[config.mk]
export PLATFORM = sky130hd
export DESIGN_NAME = disp_scan_ctrl
export DESIGN_NICKNAME = d
export VERILOG_FILES = /design/src/rtl/disp_scan_ctrl.sv
export SDC_FILE = /design/constraint.sdc
export NUM_CORES = 1
export LEC_CHECK = 0
export BUFFER_PORTS_ARGS = -buffer_cell sky130_fd_sc_hd__buf_2
export CAP_MARGIN = 15
export CORE_ASPECT_RATIO = 0.75
export CORE_MARGIN = 4
export CORE_UTILIZATION = 60
export CTS_BUF_LIST = sky130_fd_sc_hd__clkbuf_4 sky130_fd_sc_hd__clkbuf_8 sky130_fd_sc_hd__clkbuf_16
export DETAILED_ROUTE_END_ITERATION = 6
export PLACE_DENSITY = 0.77
export SYNTH_ARGS = -nofsm -noshare
export SYNTH_HDL_FRONTEND = slang
export SYNTH_SLANG_ARGS = --single-unit
[constraint.sdc]
create_clock -name i_clk -period 5.3 [get_ports i_clk]
set_clock_uncertainty 0.1 [all_clocks]
set_input_delay 1.06 -clock i_clk [delete_from_list [all_inputs] [get_ports i_clk]]
set_output_delay 1.06 -clock i_clk [all_outputs]
set_load 0.005 [all_outputs]
[src/rtl/disp_scan_ctrl.sv]
// disp_scan_ctrl - time-multiplexed scan controller for N_DIGITS common-anode
// digits sharing one BCD-to-7-segment decoder.
//
// Every digit slot is REFRESH_DIV cycles long. The first BLANK_CYCLES cycles
// of a slot have all anodes off, which stops the previous digit ghosting.
// A new frame is loaded into a shadow register through a load/ready
// handshake. It is copied into the display register on the frame_end cycle,
// so the display never shows part of one frame and part of another.
//
// Optional build macro: DISP_SCAN_LZ_BLANK_EN enables leading-zero suppression.
//
// Ports:
//   i_clk        system clock
//   i_rst        synchronous reset, active-high
//   i_load       request to accept i_value_in
//   i_value_in   BCD frame, digit k in bits [4k+3:4k], digit 0 rightmost
//   o_ready      controller accepts a load this cycle
//   o_w          BCD code to the decoder
//   o_an         digit enables, active-low
//   o_bcd_err    sticky: last accepted frame contained a digit > 9
//   o_frame_end  one-cycle pulse on the last cycle of digit N_DIGITS-1
module disp_scan_ctrl #(
  parameter int N_DIGITS     = 4,
  parameter int REFRESH_DIV  = 50000,
  parameter int BLANK_CYCLES = 500
) (
  input  logic                  i_clk,
  input  logic                  i_rst,
  input  logic                  i_load,
  input  logic [4*N_DIGITS-1:0] i_value_in,
  output logic                  o_ready,
  output logic [3:0]            o_w,
  output logic [N_DIGITS-1:0]   o_an,
  output logic                  o_bcd_err,
  output logic                  o_frame_end
);

  localparam int CW = $clog2(REFRESH_DIV);
  localparam int IW = $clog2(N_DIGITS);
  localparam logic [CW-1:0] CNT_LAST      = CW'(REFRESH_DIV - 1);
  localparam logic [CW-1:0] CNT_BLANK_END = CW'(BLANK_CYCLES - 1);
  localparam logic [IW-1:0] IDX_LAST      = IW'(N_DIGITS - 1);

  typedef enum logic {S_BLANK, S_DRIVE} state_t;

  state_t                r_state;
  logic [CW-1:0]         r_cnt;
  logic [IW-1:0]         r_idx;
  logic [4*N_DIGITS-1:0] r_disp;
  logic [4*N_DIGITS-1:0] r_shadow;
  logic                  r_pending;
  logic                  r_ready;
  logic                  r_bcd_err;
  logic [N_DIGITS-1:0]   r_an;
  logic [3:0]            r_w;
  logic                  r_frame_end;

  state_t                w_state_nxt;
  logic [CW-1:0]         w_cnt_nxt;
  logic [IW-1:0]         w_idx_nxt;
  logic                  w_slot_end;
  logic                  w_commit;
  logic                  w_accept;
  logic                  w_frame_err;
  logic [4*N_DIGITS-1:0] w_disp_nxt;
  logic [3:0]            w_digit;
  logic                  w_digit_ok;
  logic                  w_lz;
  logic [N_DIGITS-1:0]   w_an_nxt;
  logic [3:0]            w_w_nxt;
  logic                  w_frame_end_nxt;

`ifdef DISP_SCAN_LZ_BLANK_EN
  // Mask of an all-zero frame: everything except digit 0 suppressed.
  localparam logic [N_DIGITS-1:0] MASK_ZERO = {{(N_DIGITS-1){1'b1}}, 1'b0};
  logic [N_DIGITS-1:0] r_mask;
  logic [N_DIGITS-1:0] w_mask_cmt;
  logic [N_DIGITS-1:0] w_mask_nxt;
  logic                w_allz;
`endif

  always_comb begin
    w_state_nxt = r_state;
    w_idx_nxt   = r_idx;
    w_slot_end  = (r_cnt == CNT_LAST);
    w_cnt_nxt   = w_slot_end ? '0 : r_cnt + 1'b1;

    case (r_state)
      S_BLANK: if (r_cnt == CNT_BLANK_END) w_state_nxt = S_DRIVE;
      S_DRIVE: if (w_slot_end) begin
        w_state_nxt = S_BLANK;
        w_idx_nxt   = (r_idx == IDX_LAST) ? '0 : r_idx + 1'b1;
      end
      default: w_state_nxt = S_BLANK;
    endcase

    // r_frame_end is high exactly on the frame boundary cycle.
    w_commit = r_frame_end && r_pending;
    w_accept = i_load && r_ready;

    w_frame_err = 1'b0;
    for (int k = 0; k < N_DIGITS; k++) begin
      if (i_value_in[4*k +: 4] > 4'd9) w_frame_err = 1'b1;
    end

    w_disp_nxt = w_commit ? r_shadow : r_disp;

`ifdef DISP_SCAN_LZ_BLANK_EN
    w_mask_cmt = '0;
    w_allz     = 1'b1;
    for (int k = N_DIGITS - 1; k >= 1; k--) begin
      w_allz        = w_allz && (r_shadow[4*k +: 4] == 4'd0);
      w_mask_cmt[k] = w_allz;
    end
    w_mask_nxt = w_commit ? w_mask_cmt : r_mask;
    w_lz       = w_mask_nxt[w_idx_nxt];
`else
    w_lz = 1'b0;
`endif

    // Outputs are registered from next-state values so they line up with
    // the state they describe, with no extra cycle of lag.
    w_digit    = w_disp_nxt[{w_idx_nxt, 2'b00} +: 4];
    w_digit_ok = (w_digit <= 4'd9);
    w_an_nxt   = '1;
    if (w_state_nxt == S_DRIVE && w_digit_ok && !w_lz) w_an_nxt[w_idx_nxt] = 1'b0;
    w_w_nxt         = w_digit_ok ? w_digit : 4'd0;
    w_frame_end_nxt = (w_state_nxt == S_DRIVE) && (w_cnt_nxt == CNT_LAST) &&
                      (w_idx_nxt == IDX_LAST);
  end

  always_ff @(posedge i_clk) begin
    if (i_rst) begin
      r_state     <= S_BLANK;
      r_cnt       <= '0;
      r_idx       <= '0;
      r_disp      <= '0;
      r_shadow    <= '0;
      r_pending   <= 1'b0;
      r_ready     <= 1'b1;
      r_bcd_err   <= 1'b0;
      r_an        <= '1;
      r_w         <= 4'd0;
      r_frame_end <= 1'b0;
`ifdef DISP_SCAN_LZ_BLANK_EN
      r_mask      <= MASK_ZERO;
`endif
    end else begin
      r_state     <= w_state_nxt;
      r_cnt       <= w_cnt_nxt;
      r_idx       <= w_idx_nxt;
      r_disp      <= w_disp_nxt;
      r_an        <= w_an_nxt;
      r_w         <= w_w_nxt;
      r_frame_end <= w_frame_end_nxt;
`ifdef DISP_SCAN_LZ_BLANK_EN
      r_mask      <= w_mask_nxt;
`endif
      // Accept and commit are exclusive: a pending frame holds ready low.
      if (w_commit) begin
        r_pending <= 1'b0;
        r_ready   <= 1'b1;
      end else if (w_accept) begin
        r_shadow  <= i_value_in;
        r_pending <= 1'b1;
        r_ready   <= 1'b0;
        r_bcd_err <= w_frame_err;
      end
    end
  end

  assign o_ready     = r_ready;
  assign o_w         = r_w;
  assign o_an        = r_an;
  assign o_bcd_err   = r_bcd_err;
  assign o_frame_end = r_frame_end;

endmodule

==> results.yml, run 1 <==
run_status:
  status: "finished clean"
finish:
  diodes: 0
  area_growth_pct: 11.1
  fin_util_pct: 69.7
  stdcell_count: 407
  stdcell_area_um2: 3130
  nets: 367
  drive_gt1_share_pct: 16.9
floorplan:
  ios: 30
  initial_utilization_pct: 62.7
  die_h_um: 67.4
  die_area_um2: 5870
  fp.dieW_um: 87.1
  core_um2: 4490
  rows: 21
setup_path:
  arrival_ns: 3.54
  crit_slowest_cell: "mux2i_1"
  critPathKind: "reg2reg"
  worstPathMaxFanout: 11
  crit_required_ns: 5.41
  cp-start-kind: "flip-flop"
  worstSetupEndpointType: "flip-flop"
  path_cells: "or4_4, nor4_4, mux2i_1, nand3b_1, a31oi_4, a21oi_2, or3_1"
  cp_slowest_stage_delay_ns: 0.69
timing:
  finalMaxSlewViolations: 0
  timing.final.crit_share_pct: 64.6
  fin_tns_setup_ns: 0
  setup_violations: 0
  rsz0062_at_grt: "false"
  fin_crit_ns: 3.42
  worst_pin_slew_ns: 0.961
  relSlewSlack_pct: 35.8
  max_freq_mhz: 292
  hold_viol_final: 0
place:
  place_inst: 391
  portBuffers: 29
  gp_congestion: 0.905
  dpl.hpwl_um: 4270
  placed_area_um2: 2940
global_routing:
  globalRouteTotalUtil_pct: 21.5
  grt_overflow: 0
  grt_pass1_wl_um: 9420
  grt_max_degree: 49
  antenna_found_initial: 0
  first_global_vias: 1922
clock_network:
  clock_sinks: 63
  htreeDepth: 3
  clockBufferDepth: 2
  cts_tree: "yes"
  cts_resized: 0
  ctsRootBufferMaster: "clkbuf_8"
  numCtsBuffers: 9
  post_cts_buffers: 0
  path_clk_slew_ns: 0.07
  insertion_delay_ns: 0.34
  cts_hold_buffers: 0
yosys:
  synthFlopType: "dfxtp_1"
  ys_seq_elements: 63
  synth.distinct_cells: 49
  yosys-top-cells-area: "dfxtp_1 (45%), mux2i_1 (7.8%), nand2_1 (6.7%), nor2_1 (6.1%), a21oi_1 (4.1%)"
  yosysTopAreaCellShare_pct: 44.7
  syn_nets: 345
  synth_area_per_cell_um2: 8.70
  synthesis.area_um2: 2820
  syn_inst: 324
  synth_warnings: 0
  seq_area_frac_synth_pct: 44.7
  synth_top_area_cell: "dfxtp_1"
  synth_edf_count: 0
  ys_async_sr_fraction_pct: 0
detailed_routing:
  postRouteAntennaNets: 0
  drc_errors: 0
  firstDrtPassIters: 4
  vias: 2297
  drtIter0Drc: 210
  wl_per_cell_um: 14.5
  drt-total-wl_um: 5910
  vias_per_cell: 5.64
power_and_ir_drop:
  finalPower_mw: 0.924
  powerDensity_nw_per_um2: 295
  peakVddDrop_v: 0.000225
  p_leak_nw: 1.32
worst_hold_path:
  hp-class: "reg2reg"
run:
  max_cap_violations: 0
[per-layer routing]
metal	up-vias	wire, um	track usage (%)
met2	75	2350	27.6
met3	9	478	9.27
met4	0	62	6.90
li1	1159	-	-
met1	1054	3020	31.6
met5	-	0	0
[path summary, 6_finish.rpt]
kind | from | depth (start not counted) | slack [ns] | to
worst max-delay path | r_cnt[10]$_SDFF_PP0_ | 7 | 1.88 | o_an[1]$_SDFF_PP1_
worst max register to register | r_cnt[10]$_SDFF_PP0_ | 7 | 1.88 | o_an[1]$_SDFF_PP1_
worst min-delay path | r_shadow[3]$_SDFFE_PP0P_ | 2 | 0.36 | r_shadow[3]$_SDFFE_PP0P_
worst min register to register | r_shadow[3]$_SDFFE_PP0P_ | 2 | 0.36 | r_shadow[3]$_SDFFE_PP0P_
[stage by stage]
stage,hold WS [ns],setup WS (ns)
after floorplan,0.331,2.47
after global placement,0.344,1.99
after detailed placement,0.350,1.89
after CTS,0.357,1.85
after global routing,0.375,1.71
final,0.355,1.88
[area by class of cell]
type                       count  area [um^2]
clock buffer                  10          131
clock inverter                 5         50.0
fill                         365         1360
inverter                       7         26.3
multi-input combinational    235         1440
sequential                    63         1260
tap                           57         71.3
timing repair buffer          30          153
[flip-flops by register name, summed over array words and instances (netlist names)]
signal	cells
r_shadow	16
r_cnt	16
r_disp	16
o_ready	1
o_an	4
o_frame_end	1
o_w	4
r_idx	2
r_state	1
r_pending	1
o_bcd_err	1
[power by group]
group	leakage [nW]	total [mW]	internal (mW)	switching, mW
registers	0.511	0.491	0.484	0.00724
logic	0.710	0.0405	0.0157	0.0247
clock network	0.0991	0.392	0.216	0.176
total	1.32	0.924	0.716	0.208
[Yosys cell counts (2+ instances only)]
master and instances:
dfxtp_1 63, nand2_1 50, nor2_1 46, a21oi_1 23, mux2i_1 22, clkbuf_1 9
nand3_1 9, nor3_1 9, xor2_1 8, inv_1 7, xnor2_1 7, mux2_2 5
o21ai_0 5, and3_1 4, buf_1 4, nand4_1 4, nor4_1 4, buf_2 3
or3_1 3, a211oi_1 2, a21o_1 2, a21oi_2 2, a31oi_4 2, buf_6 2
ha_1 2, nand2b_1 2, nand4b_1 2, or4_1 2
[cell families after synthesis]
| group | Yosys count | synth area share (%) |
|---|---|---|
| buf+inv | 26 | 4.26 |
| compound gates | 44 | 10.4 |
| flops | 63 | 44.7 |
| xor+xnor | 15 | 4.66 |
| simple gates | 147 | 25.2 |
| fa+ha+maj | 2 | 0.888 |
| mux | 27 | 9.81 |
[cells in the final DEF (no fill, tap or decap), types with 3 or more instances in the layout]
| cell | Yosys | layout |
|---|---|---|
| a21oi_1 | 23 | 23 |
| and3_1 | 4 | 4 |
| buf_2 | 3 | 29 |
| clkbuf_8 | 0 | 9 |
| clkinv_2 | 0 | 4 |
| dfxtp_1 | 63 | 63 |
| inv_1 | 7 | 7 |
| mux2_2 | 5 | 5 |
| mux2i_1 | 22 | 22 |
| nand2_1 | 50 | 50 |
| nand3_1 | 9 | 9 |
| nand4_1 | 4 | 4 |
| nor2_1 | 46 | 46 |
| nor3_1 | 9 | 9 |
| nor4_1 | 4 | 4 |
| o21ai_0 | 5 | 5 |
| or3_1 | 3 | 3 |
| xnor2_1 | 7 | 7 |
| xor2_1 | 8 | 8 |
[critical path, delay by kind of cell (launching register included)]
kind	cells	cell delay, ns
multiplexers	1	0.69
flip-flops	1	0.39
AO/OA/AOI/OAI	2	0.36
AND/OR/NAND/NOR	4	1.75
Power figures use the tool's default switching activity.
==> inputs of run 2 (changes only) <==
CORE_UTILIZATION = 52   (was 60)
PLACE_DENSITY = 0.71   (was 0.77)
clock period = 2.89 ns   (was 5.3 ns; I/O delays follow)
==> results.yml, run 2 (same netlist as run 1, synthesis figures left out) <==
global_routing:
  antenna_found_initial: 0
  globalRouteTotalUtil_pct: 20.5
  grt_pass1_wl_um: 10600
  grt_overflow: 0
  grt_max_degree: 48
  first_global_vias: 2172
clock_network:
  cts_resized: 0
  insertion_delay_ns: 0.34
  cts_tree: "yes"
  cts_hold_buffers: 0
  post_cts_buffers: 0
  clockBufferDepth: 2
  ctsRootBufferMaster: "clkbuf_8"
  clock_sinks: 63
  numCtsBuffers: 9
  path_clk_slew_ns: 0.06
  htreeDepth: 3
power_and_ir_drop:
  switching_share_pct: 20.8
  peakVddDrop_v: 0.000349
  p_int_mw: 1.47
  p_leak_nw: 1.41
  pwr-share-comb_pct: 4.1
  power.switching_mw: 0.385
  seq_power_share_pct: 48.7
  powerDensity_nw_per_um2: 562
  p_clk_share_pct: 47.2
  finalPower_mw: 1.85
setup_path:
  rr_worst_depth: 8
  critPathKind: "reg2reg"
  crit_family: "simple AND/OR/NAND/NOR gates"
  arrival_ns: 2.83
  cp.buffers_inverters: 1
  path_cells: "or4_4, nor4_4, buf_4, mux2i_1, o22ai_1, a31oi_4, a21oi_2, or3_1"
  crit_required_ns: 3.01
  crit_slowest_cell: "or4_4"
  worstSetupEndpointType: "flip-flop"
  cp-start-kind: "flip-flop"
  cp.depth: 8
  cp_slowest_stage_delay_ns: 0.53
  worstPathMaxFanout: 10
timing:
  rsz0062_at_grt: "false"
  worst_pin_slew_ns: 0.576
  fin_tns_setup_ns: 0
  hold_viol_final: 0
  finalMaxSlewViolations: 0
  timing.final.crit_share_pct: 93.6
  setup_violations: 0
  relSlewSlack_pct: 61.3
  fin_crit_ns: 2.70
  max_freq_mhz: 370
detailed_routing:
  firstDrtPassIters: 4
  drtIter0Drc: 148
  drc_errors: 0
  vias_per_cell: 5.38
  wl_per_cell_um: 14.7
  postRouteAntennaNets: 0
  vias: 2346
  drt-total-wl_um: 6390
finish:
  multi_input_area_um2: 1440
  diodes: 0
  nets: 380
  fin_util_pct: 65.2
  area_growth_pct: 17.1
  seq_area_um2: 1260
  final_cell_mix: "dfxtp_1 (62), nand2_1 (50), nor2_1 (46)"
  drive_gt1_share_pct: 20.6
  reg_top3: "r_cnt (16), r_disp (16), r_shadow (16)"
  final_common_cell: "dfxtp_1"
  fillers: 450
place:
  gp_congestion: 0.877
  portBuffers: 29
  dpl.hpwl_um: 4630
worst_hold_path:
  hp-class: "reg2reg"
  whs_path_depth: 2
floorplan:
  rows: 22
  core_um2: 5060
  ios: 30
  die_area_um2: 6680
  die_h_um: 71.8
  fp.dieW_um: 93.0
  initial_utilization_pct: 55.7
run_status:
  status: "finished clean"
run:
  max_cap_violations: 0
run 2: final cells by class:
cell class,count,area share (%)
flip-flops and latches,63,38.2
inverters,7,0.796
well taps,72,2.73
clock buffers,13,5.04
multi-input cells,235,43.7
clock inverters,3,1.97
repair buffers,43,7.58
run 2: layer usage:
| metal | track usage, % | wire length (um) |
|---|---|---|
| met1 | 29.6 | 3190 |
| met3 | 7.35 | 451 |
| met2 | 28.3 | 2660 |
| met4 | 6.50 | 85 |
| met5 | 0 | 0 |
run 2: path summary, 6_finish.rpt:
path | from | slack (ns) | endpoint
worst max-delay path | r_cnt[13]$_SDFF_PP0_ | 0.19 | o_an[3]$_SDFF_PP1_
worst min register to register | r_shadow[1]$_SDFFE_PP0P_ | 0.35 | r_shadow[1]$_SDFFE_PP0P_
worst max register to register | r_cnt[13]$_SDFF_PP0_ | 0.19 | o_an[3]$_SDFF_PP1_
worst min-delay path | r_shadow[1]$_SDFFE_PP0P_ | 0.35 | r_shadow[1]$_SDFFE_PP0P_
run 2: metrics by stage:
stage	instances	hold WS [ns]	setup slack, ns	instance area [um^2]
floorplan	324	0.331	0.0620	2820
CTS	436	0.357	0.128	3300
global route	436	0.361	0.0521	3300
global placement	420	0.346	0.263	3070
finish	436	0.353	0.186	3300
detailed placement	420	0.348	0.158	3070
run 2: worst register-to-register path: cells and delay by family, from the launching register on:
family	cells	cell delay (ns)
simple gates	3	1.19
compound gates	3	0.46
flops	1	0.36
mux	1	0.25
buf+inv	1	0.23
run 2: power by group through the flow:
stage | clock network [mW] | registers [mW] | logic [mW]
after global routing | 0.936 | 0.904 | 0.0853
after detailed placement | 0 | 0.921 | 0.0763
final | 0.876 | 0.903 | 0.0757
after floorplan | 0 | 0.917 | 0.0465
after global placement | 0 | 0.921 | 0.0749
after CTS | 0.886 | 0.902 | 0.0764
